**src/rtl/mem_access_pkg.sv**
```systemverilog
`default_nettype none
// ============================================================================
// Module      : mem_access_pkg
// Description : Shared types for the load/store stage.
//               - size_e  : op_size encodings for byte / half / word / reserved
//               - state_e : transaction FSM states
//               - op_illegal() : misaligned / illegal access detection
// Revision    : 1.0 - initial release
// ============================================================================
package mem_access_pkg;

    // Width of the BUSY-cycle timeout counter.
    localparam int CNT_W = 8;

    typedef enum logic [1:0] {
        SZ_BYTE = 2'b00,
        SZ_HALF = 2'b01,
        SZ_WORD = 2'b10,
        SZ_RSVD = 2'b11
    } size_e;

    typedef enum logic [1:0] {
        ST_IDLE = 2'b00,
        ST_BUSY = 2'b01,
        ST_DONE = 2'b10
    } state_e;

    // An access is illegal when it is both a load and a store, uses the
    // reserved size, or is not naturally aligned for its size.
    function automatic logic op_illegal(
        input logic       rd,
        input logic       wr,
        input size_e      sz,
        input logic [1:0] off
    );
        logic bad;
        bad = rd & wr;
        case (sz)
            SZ_BYTE: bad = bad;
            SZ_HALF: bad = bad | off[0];
            SZ_WORD: bad = bad | (off != 2'b00);
            default: bad = 1'b1;
        endcase
        return bad;
    endfunction

endpackage
`default_nettype wire

```
**src/rtl/mem_access_if.sv**
```systemverilog
`default_nettype none
// ============================================================================
// Module      : mem_access_if
// Description : Data-memory req/ack bus.
//   dmem_req   : request, held until dmem_ack
//   dmem_we    : 1 = write
//   dmem_addr  : word-aligned address
//   dmem_be    : byte enables, bit i = byte lane i (little-endian)
//   dmem_wdata : lane-replicated store data
//   dmem_rdata : read data, valid with dmem_ack
//   dmem_ack   : transaction complete
//   master modport : the load/store stage
//   slave  modport : the data memory
// Revision    : 1.0 - initial release
// ============================================================================
interface mem_access_if;

    logic        dmem_req;
    logic        dmem_we;
    logic [31:0] dmem_addr;
    logic [3:0]  dmem_be;
    logic [31:0] dmem_wdata;
    logic [31:0] dmem_rdata;
    logic        dmem_ack;

    modport master (
        output dmem_req,
        output dmem_we,
        output dmem_addr,
        output dmem_be,
        output dmem_wdata,
        input  dmem_rdata,
        input  dmem_ack
    );

    modport slave (
        input  dmem_req,
        input  dmem_we,
        input  dmem_addr,
        input  dmem_be,
        input  dmem_wdata,
        output dmem_rdata,
        output dmem_ack
    );

endinterface
`default_nettype wire

```
**src/rtl/mem_access_ls_align.sv**
```systemverilog
`default_nettype none
// ============================================================================
// Module      : mem_access_ls_align
// Description : Combinational byte-lane steering for the load/store stage.
//   Store side : op_read/op_write/op_size/addr_off/wdata
//                -> be (byte enables), lane_wdata (replicated data), illegal
//   Load side  : rdata/rd_off/rd_size/rd_unsigned
//                -> ld_data (aligned, sign/zero-extended)
// Revision    : 1.0 - initial release
// ============================================================================
module mem_access_ls_align
    import mem_access_pkg::*;
(
    input  wire logic        op_read,
    input  wire logic        op_write,
    input  wire size_e       op_size,
    input  wire logic [1:0]  addr_off,
    input  wire logic [31:0] wdata,
    output logic      [3:0]  be,
    output logic      [31:0] lane_wdata,
    output logic             illegal,

    input  wire logic [31:0] rdata,
    input  wire logic [1:0]  rd_off,
    input  wire size_e       rd_size,
    input  wire logic        rd_unsigned,
    output logic      [31:0] ld_data
);

    logic [7:0]  w_byte_sel;
    logic [15:0] w_half_sel;

    // ------------------------------------------------------------------
    // Store side
    // ------------------------------------------------------------------
    always_comb begin
        be         = 4'b0000;
        lane_wdata = wdata;
        case (op_size)
            SZ_BYTE: begin
                be         = 4'b0001 << addr_off;
                lane_wdata = {4{wdata[7:0]}};
            end
            SZ_HALF: begin
                be         = 4'b0011 << addr_off;
                lane_wdata = {2{wdata[15:0]}};
            end
            SZ_WORD: begin
                be         = 4'b1111;
                lane_wdata = wdata;
            end
            default: begin
                be         = 4'b0000;
                lane_wdata = wdata;
            end
        endcase
    end

    assign illegal = op_illegal(op_read, op_write, op_size, addr_off);

    // ------------------------------------------------------------------
    // Load side
    // ------------------------------------------------------------------
    assign w_byte_sel = rdata[{rd_off, 3'b000} +: 8];
    // Only offsets 0 and 2 reach here for halves; bit 1 picks the lane pair.
    assign w_half_sel = rd_off[1] ? rdata[31:16] : rdata[15:0];

    always_comb begin
        ld_data = rdata;
        case (rd_size)
            SZ_BYTE: ld_data = rd_unsigned ? {24'h000000, w_byte_sel}
                                           : {{24{w_byte_sel[7]}}, w_byte_sel};
            SZ_HALF: ld_data = rd_unsigned ? {16'h0000, w_half_sel}
                                           : {{16{w_half_sel[15]}}, w_half_sel};
            default: ld_data = rdata;
        endcase
    end

endmodule
`default_nettype wire

```
**src/rtl/mem_access.sv**
```systemverilog
`default_nettype none
// ============================================================================
// Module      : mem_access
// Description : Load/store stage downstream of the ALU. Runs one data-memory
//               transaction per load/store over a req/ack bus, stalls the
//               pipeline meanwhile, and returns the aligned, extended load
//               value. Misaligned/illegal accesses are flagged with no bus
//               cycle; a missing ack aborts after TIMEOUT BUSY cycles.
// Ports       :
//   clk_cpu     in  CPU clock, rising edge
//   reset       in  asynchronous, active-low
//   op_valid    in  load/store presented this cycle
//   op_read     in  load
//   op_write    in  store
//   op_size     in  00 byte, 01 half, 10 word, 11 reserved
//   op_unsigned in  1 = zero-extend loads
//   addr        in  effective address
//   wdata       in  store data
//   stall       out hold upstream stages (combinational)
//   ld_valid    out 1-cycle pulse, ld_data valid
//   ld_data     out extended load result (holds between pulses)
//   err_access  out 1-cycle pulse, misaligned/illegal op
//   err_timeout out 1-cycle pulse, bus gave no ack
//   dmem        --  data-memory bus (master side)
// Parameters  : TIMEOUT - max BUSY cycles without ack (1..255)
// Revision    : 1.0 - initial release
// ============================================================================
module mem_access
    import mem_access_pkg::*;
#(
    parameter int unsigned TIMEOUT = 255
) (
    input  wire logic        clk_cpu,
    input  wire logic        reset,

    input  wire logic        op_valid,
    input  wire logic        op_read,
    input  wire logic        op_write,
    input  wire logic [1:0]  op_size,
    input  wire logic        op_unsigned,
    input  wire logic [31:0] addr,
    input  wire logic [31:0] wdata,

    output logic             stall,
    output logic             ld_valid,
    output logic      [31:0] ld_data,
    output logic             err_access,
    output logic             err_timeout,

    mem_access_if.master     dmem
);

    localparam logic [CNT_W-1:0] c_timeout_last = CNT_W'(TIMEOUT - 1);

    // FSM and latched op
    state_e            state_q, state_d;
    logic [CNT_W-1:0]  cnt_q, cnt_d;
    logic              rd_q, rd_d;
    size_e             size_q, size_d;
    logic              uns_q, uns_d;
    logic [1:0]        off_q, off_d;

    // Registered bus outputs
    logic              req_q, req_d;
    logic              we_q, we_d;
    logic [31:0]       baddr_q, baddr_d;
    logic [3:0]        be_q, be_d;
    logic [31:0]       bwdata_q, bwdata_d;

    // Registered result outputs
    logic              ld_valid_q, ld_valid_d;
    logic [31:0]       ld_data_q, ld_data_d;
    logic              err_acc_q, err_acc_d;
    logic              err_to_q, err_to_d;

    // Alignment network
    size_e             w_op_size;
    logic              w_accept;
    logic [3:0]        w_be;
    logic [31:0]       w_lane_wdata;
    logic              w_illegal;
    logic [31:0]       w_ld_ext;

    assign w_op_size = size_e'(op_size);
    assign w_accept  = op_valid & (op_read | op_write);

    // Store steering uses the live op (captured on accept); load extraction
    // uses the latched op since rdata arrives later.
    mem_access_ls_align u_align (
        .op_read     (op_read),
        .op_write    (op_write),
        .op_size     (w_op_size),
        .addr_off    (addr[1:0]),
        .wdata       (wdata),
        .be          (w_be),
        .lane_wdata  (w_lane_wdata),
        .illegal     (w_illegal),
        .rdata       (dmem.dmem_rdata),
        .rd_off      (off_q),
        .rd_size     (size_q),
        .rd_unsigned (uns_q),
        .ld_data     (w_ld_ext)
    );

    // ------------------------------------------------------------------
    // Next-state / output logic
    // ------------------------------------------------------------------
    always_comb begin
        state_d    = state_q;
        cnt_d      = cnt_q;
        rd_d       = rd_q;
        size_d     = size_q;
        uns_d      = uns_q;
        off_d      = off_q;
        req_d      = req_q;
        we_d       = we_q;
        baddr_d    = baddr_q;
        be_d       = be_q;
        bwdata_d   = bwdata_q;
        ld_data_d  = ld_data_q;
        ld_valid_d = 1'b0;
        err_acc_d  = 1'b0;
        err_to_d   = 1'b0;

        case (state_q)
            ST_IDLE: begin
                if (w_accept) begin
                    rd_d   = op_read;
                    size_d = w_op_size;
                    uns_d  = op_unsigned;
                    off_d  = addr[1:0];
                    if (w_illegal) begin
                        err_acc_d = 1'b1;
                        state_d   = ST_DONE;
                    end else begin
                        req_d    = 1'b1;
                        we_d     = op_write;
                        baddr_d  = {addr[31:2], 2'b00};
                        be_d     = w_be;
                        bwdata_d = w_lane_wdata;
                        cnt_d    = '0;
                        state_d  = ST_BUSY;
                    end
                end
            end

            ST_BUSY: begin
                // An ack in the final allowed cycle still completes normally.
                if (dmem.dmem_ack) begin
                    req_d   = 1'b0;
                    state_d = ST_DONE;
                    if (rd_q) begin
                        ld_valid_d = 1'b1;
                        ld_data_d  = w_ld_ext;
                    end
                end else if (cnt_q == c_timeout_last) begin
                    req_d    = 1'b0;
                    err_to_d = 1'b1;
                    state_d  = ST_DONE;
                end else begin
                    cnt_d = cnt_q + 1'b1;
                end
            end

            ST_DONE: begin
                // The same instruction is still presented here; do not
                // re-accept it.
                state_d = ST_IDLE;
            end

            default: begin
                req_d   = 1'b0;
                state_d = ST_IDLE;
            end
        endcase
    end

    // ------------------------------------------------------------------
    // State register
    // ------------------------------------------------------------------
    always_ff @(posedge clk_cpu or negedge reset) begin
        if (!reset) begin
            state_q    <= ST_IDLE;
            cnt_q      <= '0;
            rd_q       <= 1'b0;
            size_q     <= SZ_BYTE;
            uns_q      <= 1'b0;
            off_q      <= 2'b00;
            req_q      <= 1'b0;
            we_q       <= 1'b0;
            baddr_q    <= 32'h0;
            be_q       <= 4'h0;
            bwdata_q   <= 32'h0;
            ld_valid_q <= 1'b0;
            ld_data_q  <= 32'h0;
            err_acc_q  <= 1'b0;
            err_to_q   <= 1'b0;
        end else begin
            state_q    <= state_d;
            cnt_q      <= cnt_d;
            rd_q       <= rd_d;
            size_q     <= size_d;
            uns_q      <= uns_d;
            off_q      <= off_d;
            req_q      <= req_d;
            we_q       <= we_d;
            baddr_q    <= baddr_d;
            be_q       <= be_d;
            bwdata_q   <= bwdata_d;
            ld_valid_q <= ld_valid_d;
            ld_data_q  <= ld_data_d;
            err_acc_q  <= err_acc_d;
            err_to_q   <= err_to_d;
        end
    end

    // ------------------------------------------------------------------
    // Outputs
    // ------------------------------------------------------------------
    // Gated by reset so a held op_valid cannot raise stall while in reset.
    assign stall = reset & (((state_q == ST_IDLE) & w_accept) | (state_q == ST_BUSY));

    assign ld_valid    = ld_valid_q;
    assign ld_data     = ld_data_q;
    assign err_access  = err_acc_q;
    assign err_timeout = err_to_q;

    assign dmem.dmem_req   = req_q;
    assign dmem.dmem_we    = we_q;
    assign dmem.dmem_addr  = baddr_q;
    assign dmem.dmem_be    = be_q;
    assign dmem.dmem_wdata = bwdata_q;

endmodule
`default_nettype wire

```
**src/flat_wrapper.sv**
```systemverilog
// flat-port wrapper written by rule: the top's interface ports become plain ports
module mem_access_flat import mem_access_pkg::*;
#(
    parameter int unsigned TIMEOUT = 255
)
  (clk_cpu, reset, op_valid, op_read, op_write, op_size, op_unsigned, addr, wdata, stall, ld_valid, ld_data, err_access, err_timeout, dmem_dmem_req, dmem_dmem_we, dmem_dmem_addr, dmem_dmem_be, dmem_dmem_wdata, dmem_dmem_rdata, dmem_dmem_ack);
  mem_access_if dmem_i ();
  input  wire logic clk_cpu;
  input  wire logic reset;
  input  wire logic op_valid;
  input  wire logic op_read;
  input  wire logic op_write;
  input  wire logic [1:0] op_size;
  input  wire logic op_unsigned;
  input  wire logic [31:0] addr;
  input  wire logic [31:0] wdata;
  output logic stall;
  output logic ld_valid;
  output logic      [31:0] ld_data;
  output logic err_access;
  output logic err_timeout;
  output wire logic [$bits(dmem_i.dmem_req)-1:0] dmem_dmem_req;
  output wire logic [$bits(dmem_i.dmem_we)-1:0] dmem_dmem_we;
  output wire logic [$bits(dmem_i.dmem_addr)-1:0] dmem_dmem_addr;
  output wire logic [$bits(dmem_i.dmem_be)-1:0] dmem_dmem_be;
  output wire logic [$bits(dmem_i.dmem_wdata)-1:0] dmem_dmem_wdata;
  input wire logic [$bits(dmem_i.dmem_rdata)-1:0] dmem_dmem_rdata;
  input wire logic [$bits(dmem_i.dmem_ack)-1:0] dmem_dmem_ack;
  assign dmem_dmem_req = dmem_i.dmem_req;
  assign dmem_dmem_we = dmem_i.dmem_we;
  assign dmem_dmem_addr = dmem_i.dmem_addr;
  assign dmem_dmem_be = dmem_i.dmem_be;
  assign dmem_dmem_wdata = dmem_i.dmem_wdata;
  assign dmem_i.dmem_rdata = dmem_dmem_rdata;
  assign dmem_i.dmem_ack = dmem_dmem_ack;
  mem_access #(.TIMEOUT(TIMEOUT)) u_core (.clk_cpu(clk_cpu), .reset(reset), .op_valid(op_valid), .op_read(op_read), .op_write(op_write), .op_size(op_size), .op_unsigned(op_unsigned), .addr(addr), .wdata(wdata), .stall(stall), .ld_valid(ld_valid), .ld_data(ld_data), .err_access(err_access), .err_timeout(err_timeout), .dmem(dmem_i));
endmodule
```
**config.mk**
```make
export PLATFORM = sky130hd
export DESIGN_NAME = mem_access_flat
export DESIGN_NICKNAME = d
export VERILOG_FILES = /design/src/rtl/mem_access_pkg.sv /design/src/rtl/mem_access_if.sv /design/src/rtl/mem_access_ls_align.sv /design/src/rtl/mem_access.sv /design/src/flat_wrapper.sv
export SDC_FILE = /design/constraint.sdc
export NUM_CORES = 1
export LEC_CHECK = 0
export CAP_MARGIN = 15
export CORE_ASPECT_RATIO = 0.5
export CORE_MARGIN = 2
export CORE_UTILIZATION = 44
export DETAILED_ROUTE_END_ITERATION = 10
export GPL_TIMING_DRIVEN = 0
export PLACE_DENSITY = 0.88
export RECOVER_POWER = 50
export SYNTH_ARGS = -nofsm -noshare
export SYNTH_HDL_FRONTEND = slang
export SYNTH_SLANG_ARGS = --single-unit
```
**constraint.sdc**
```tcl
create_clock -name clk_cpu -period 2.56 [get_ports clk_cpu]
set_clock_uncertainty 0.15 [all_clocks]
set_input_delay 0.512 -clock clk_cpu [delete_from_list [all_inputs] [get_ports clk_cpu]]
set_output_delay 0.512 -clock clk_cpu [all_outputs]
set_load 0.005 [all_outputs]
```
After elaboration in Yosys (flattened, before gate mapping)

Cells that the tools add are included.

Bits in registers: 119
Output and inout port bits: 106
Logic and storage cells: 82

Add/sub/neg operators: 1
Eq/ne operators: 11
Shift-type cells: 3
Mux-type cells: 31
Bitwise operators: 10
Reductions and logical operators: 11

Operators by type and width:

| cell                                                             | number |
|---|---|
| 32-bit case mux with 2 select lines                              | 2 |
| 32-bit two-way mux                                               | 2 |
| 8-bit two-way mux                                                | 4 |
| 32-bit by 6-bit indexed part select with 8-bit output            | 1 |
| 16-bit two-way mux                                               | 1 |
| 8-bit case mux with 2 select lines                               | 1 |
| 1-bit two-way mux                                                | 13 |
| 4-bit case mux with 3 select lines                               | 1 |
| 8-bit by 1-bit adder with 8-bit output (second input constant)   | 1 |
| 8-bit == test (second input constant)                            | 1 |
| 2-bit two-way mux                                                | 4 |
| 2-bit by 1-bit == test with 1-bit output (second input constant) | 3 |
| 2-bit logical NOT                                                | 3 |
| 2-bit != test (second input constant)                            | 3 |
| 1-bit case mux with 3 select lines                               | 2 |
| 3-bit AND reduction                                              | 2 |
| 5-bit AND reduction                                              | 1 |
| 1-bit AND                                                        | 4 |
| 2-bit == test (second input constant)                            | 2 |
| 1-bit OR                                                         | 4 |
| 2-bit case mux with 2 select lines                               | 1 |
| 2-bit AND reduction                                              | 2 |
| 4-bit AND reduction                                              | 1 |
| 2-bit nonzero test                                               | 2 |
| other kinds (5)                                                  | 6 |

Logic depth before layout (Yosys ltp)

Depth after elaboration: 6
Gate-level depth with buffers: 9
Gate-level depth less buffers: 6

By module

From an unflattened synthesis, not the netlist that was laid out.

Cell total of the unflattened synthesis: 485
Area total of the unflattened synthesis: 5864.4 µm²

Modules (own cells, without submodules):

| module              | instances | cells an instance | area each (µm²) | sequential area each (µm²) |
|---|---|---|---|---|
| mem_access          | 1         | 294               | 4635.7          | 2977.9 |
| mem_access_ls_align | 1         | 191               | 1228.7          | 0.0 |

Worst setup path before layout

No wires, ideal clock.

Path type: input to register
From: in op_size[0]
To: reg u_core.baddr_q[10] (netlist: u_core.dmem.dmem_addr[10])
Arrival: 2200 ps
Data required time: 2285 ps
Slack: 85 ps
Stages on the path: 9
Buffers on the path: 3
Cell sequence: inv_1 -> ha_1 -> buf_6 -> o211a_1 -> a211o_1 -> buf_2 -> nor2_8 -> buf_4 -> mux2_2

Word-level cells in the longest chain between the ends: 4
Elaborated cells on any way between the ends: 6
Those cells by class: eq/ne: 2; mux: 1; bitwise: 1; reduce/logical: 2

Ends and longest elaborated chain:

| item                                     | RTL line             | source |
|---|---|---|
| start, declared                          | flat_wrapper.sv:13   | `input wire logic [1:0] op_size;` |
| 2-bit == test (tied with other cells)    | mem_access_pkg.sv:38 | `case (sz)` |
| 1-bit case mux with 3 select lines (*)   | mem_access_pkg.sv:38 |  |
| 1-bit NOT (no source line) (*)           | -                    |  |
| 3-bit AND reduction (no source line) (*) | -                    |  |
| end signal, assigned                     | mem_access.sv:207    | `baddr_q <= baddr_d;` |
| end, declared                            | mem_access.sv:66     | `logic [31:0] baddr_q, baddr_d;` |

Mark *: on every way between the ends. The rest lies on a longest branch, timed or not.
A chain may end at the register's enable or synchronous reset.

Worst setup path after layout

From: reg u_core.state_q[0]
To: reg u_core.ld_data_q[29] (netlist: u_core.ld_data[29])

Word-level cells in the longest chain between the ends: 2

Ends and longest elaborated chain:

| item                                     | RTL line          | source |
|---|---|---|
| start, declared                          | mem_access.sv:56  | `state_e state_q, state_d;` |
| start signal, assigned                   | mem_access.sv:199 | `state_q <= state_d;` |
| 2-bit by 1-bit == test with 1-bit output | mem_access.sv:125 | `case (state_q)` |
| 3-bit AND reduction (no source line)     | -                 |  |
| end signal, assigned                     | mem_access.sv:211 | `ld_data_q <= ld_data_d;` |
| end, declared                            | mem_access.sv:72  | `logic [31:0] ld_data_q, ld_data_d;` |

No other way between the ends.

==> impl_metrics.csv <==
group,metric,value,unit
min_path,hold_path.class,"in2async",
sta,relative_slew_slack,42.69,%
global_routing,gr-total-overflow,0,
clocking,cts_tree,"done",
clocking,clock_insertion_delay_worst_skew,0.41,ns
yosys,synth.top_cell.area_share,53.45,%
sta,fin_worst_hold_slack,0.1282,ns
worst_setup_path,setup.worst_path.start_class,"flip-flop",
place,place.detailed.hpwl,12.43,mm
worst_setup_path,critical_path_class,"reg2reg",
routing,wire_per_inst,19.39,um
power,vdd_drop_max,0.0005260,V
floorplan,start_util,46.10,%
finish,fraction_of_final_layout_cells_with_drive_strength_greater_than_1,15.66,%
routing,drcViolationCount,0,
yosys,postSynthAreaPerCell,11.19,um2
place,pre_cts_setup_slack,-0.8355,ns
place,finalWeightedCongestion,0.8650,
yosys,synthMostInstantiatedCell,"dfrtp_1",
sta,final_period_utilization,95.08,%
clocking,clock_h_tree_levels,4,
yosys,synthFlopType,"dfrtp_1",
yosys,synth.distinct_cells,47,
power,power-per-cell-area,1039,nW/um2
floorplan,row_count,28,
yosys,synth.area.top_cells,"dfrtp_1 53%, mux2_2 11%, mux2i_1 5.7%",
job,cap_viol_max_count,0,
sta,unrepaired_setup_endpoints_after_global_routing,"false",
floorplan,die_h,83.57,um
yosys,synth_async_sr_flop_share,100.0,%
yosys,synth-seq-cells,119,
yosys,yosysTopAreaCell,"dfrtp_1",
yosys,synthesis.area,5572,um2
clocking,cts_buffer_depth,2,
floorplan,design.core.area,12090,um2
place,io_buffers,208,
sta,setup-tns-final,0,ns
yosys,netlist_top_cells_count,"119 x dfrtp_1, 57 x o21ai_0, 53 x mux2_2, 35 x a21oi_1, 35 x nand2_1",
finish,stdcell_area,8621,um2
sta,achievable-frequency,410.9,MHz
floorplan,die_width,163.1,um
yosys,synth_edf_count,0,
global_routing,grt_pass1_vias,5238,
outcome,outcome,"completed",
global_routing,grt_pass1_wl,28.03,mm
sta,worst_slack,0.1261,ns
sta,hold_violations,0,
clocking,clkSinkCount,119,
global_routing,grt_antenna_before_repair,0,
worst_setup_path,critPathCaptureType,"flip-flop",
worst_setup_path,worstPathRequired,2.70,ns
routing,via_count,5136,
routing,via_per_inst,5.632,
yosys,yosys_warnings,0,
finish,multi_input_gate_area_in_the_final_layout,2394,um2
global_routing,grt_start_max_net_pins,103,
routing,detail_route.first_pass.iterations,5,
worst_setup_path,worst_r2r_path_depth,5,
finish,final_net_count,845,
place,area_post_placement,7893,um2
finish,sequential_cell_area,2978,um2
clocking,path_clk_slew,0.06,ns
worst_setup_path,critPathArrivalTime,2.57,ns
routing,postRouteAntennaNets,0,
finish,final-instance-count-excl-fill,912,
routing,wirelength,17.68,mm
worst_setup_path,crit_start,"u_core.state_q[0]",
clocking,numCtsBuffers,17,
finish,nFillCells,804,
worst_setup_path,rr_startpoint,"u_core.state_q[0]",
sta,timing_max_transition_violations_final,0,
routing,drtIter0Drc,505,
power,leakage_power,0.003674,uW
sta,post-route-min-period,2.434,ns
finish,flow.area_growth_from_synthesis,54.73,%
sta,final-setup-viol-count,0,
floorplan,area_enclosed_by_the_die_boundary,13630,um2
global_routing,grt_use_total,26.44,%
yosys,syn_inst,498,
worst_setup_path,crit_fanout,10,
floorplan,io-pin-count,211,
finish,insertedDiodeCount,0,
sta,max_slew.worst_pin.slew,0.8577,ns
clocking,cts_root_buf,"clkbuf_16",
yosys,synth-seq-area-share,53.45,%
place,dpl.cell_count,873,
==> layer usage <==
metal  vias up  part of all wire, %  GRT usage [%]
li1       2285                    -              -
met1      2510                   40          32.50
met2       298                   48          43.84
met3        43                  8.0          7.154
met4         0                  3.2          11.67
met5         -                    0              0
==> final cells by class <==
type                    instances  share of cell area, %
flip-flops and latches        119                  34.54
multi-input cells             340                  27.76
repair buffers                216                  25.34
clock buffers                  19                  5.254
plain buffers                  34                  2.482
well taps                     165                  2.395
clock inverters                13                  1.959
inverters                       6                 0.2612
==> what timing repair did <==
action,4_1_cts,5_1_grt
pin swaps,1,0
gates resized for setup,14,5
gates cloned,1,0
hold buffers,1,0
buffers inserted,5,0
endpoints found under the setup margin,77,42
hold endpoints to repair,18,0
==> through the flow <==
stage                     total power [uW]  utilization [%]
final                                 8956            71.33
after global routing                  9429            71.33
after CTS                             9119            71.44
after detailed placement              6524            65.30
after global placement                6378            65.06
after floorplan                       4395                -
==> sequential cells by signal, indices dropped and copies added (netlist names) <==
name and count:
u_core.state_q 2, u_core.uns_q 1, u_core.dmem.dmem_req 1, u_core.dmem.dmem_we 1, u_core.size_q 2, u_core.off_q 2
u_core.err_access 1, u_core.ld_valid 1, u_core.ld_data 32, u_core.dmem.dmem_addr 30, u_core.dmem.dmem_wdata 32, u_core.rd_q 1
u_core.dmem.dmem_be 4, u_core.err_timeout 1, u_core.cnt_q 8
==> kinds of logic (layout without fill, tap and decap cells) <==
logic type	Yosys count	count (layout)	synth area share, %
AOI/OAI and AO/OA	150	150	16.78
xor gates and xnor gates	1	1	0.1572
adders and majority gates	6	6	1.347
buffers and inverters	40	288	3.660
DFF	119	119	53.45
muxes	86	86	16.66
other	1	2	0.06731
and+or+nand+nor	95	95	7.882
==> where the power goes <==
group	internal (uW)	leakage (uW)	switching (uW)	total, uW
combinational	2000	0.00194	1290	3300
clock	1590	0.000293	920	2510
sequential	2680	0.00144	472	3150
==> worst max-delay path, cell delays in order, from the launching register on <==
cell,delay [ns]
dfrtp_1,0.43
nor2b_1,0.28
nand3_1,0.38
a21oi_1,0.63
buf_2,0.33
a21oi_1,0.10
==> worst paths after layout <==
check / endpoint / slack (ns)
setup / recovery: u_core.ld_data[29] / 0.13
hold / removal: u_core.dmem.dmem_wdata[22] / 0.13
setup reg to reg: u_core.ld_data[29] / 0.13
hold reg to reg: u_core.dmem.dmem_addr[18] / 0.35
max in group asynchronous: u_core.dmem.dmem_wdata[12] / 1.00
min in group clk_cpu: u_core.size_q[0] / 0.31
==> placed cells by master, fill, tap and decap left out, types with 5 or more instances in the layout <==
cell type and instances:
a21oi_1 35, a22o_1 16, a22oi_1 8, buf_2 7
buf_4 6, buf_6 5, clkbuf_1 16, clkbuf_16 17
clkdlybuf4s50_1 153, dfrtp_1 119, dlygate4sd3_1 52, ha_1 6
mux2_2 53, mux2i_1 32, nand2_1 35, nand2b_1 5
nand3_1 5, nor2_1 32, o21ai_0 57, o221ai_1 7
o22a_1 7
Note: power is estimated with default switching activity, not from simulation.
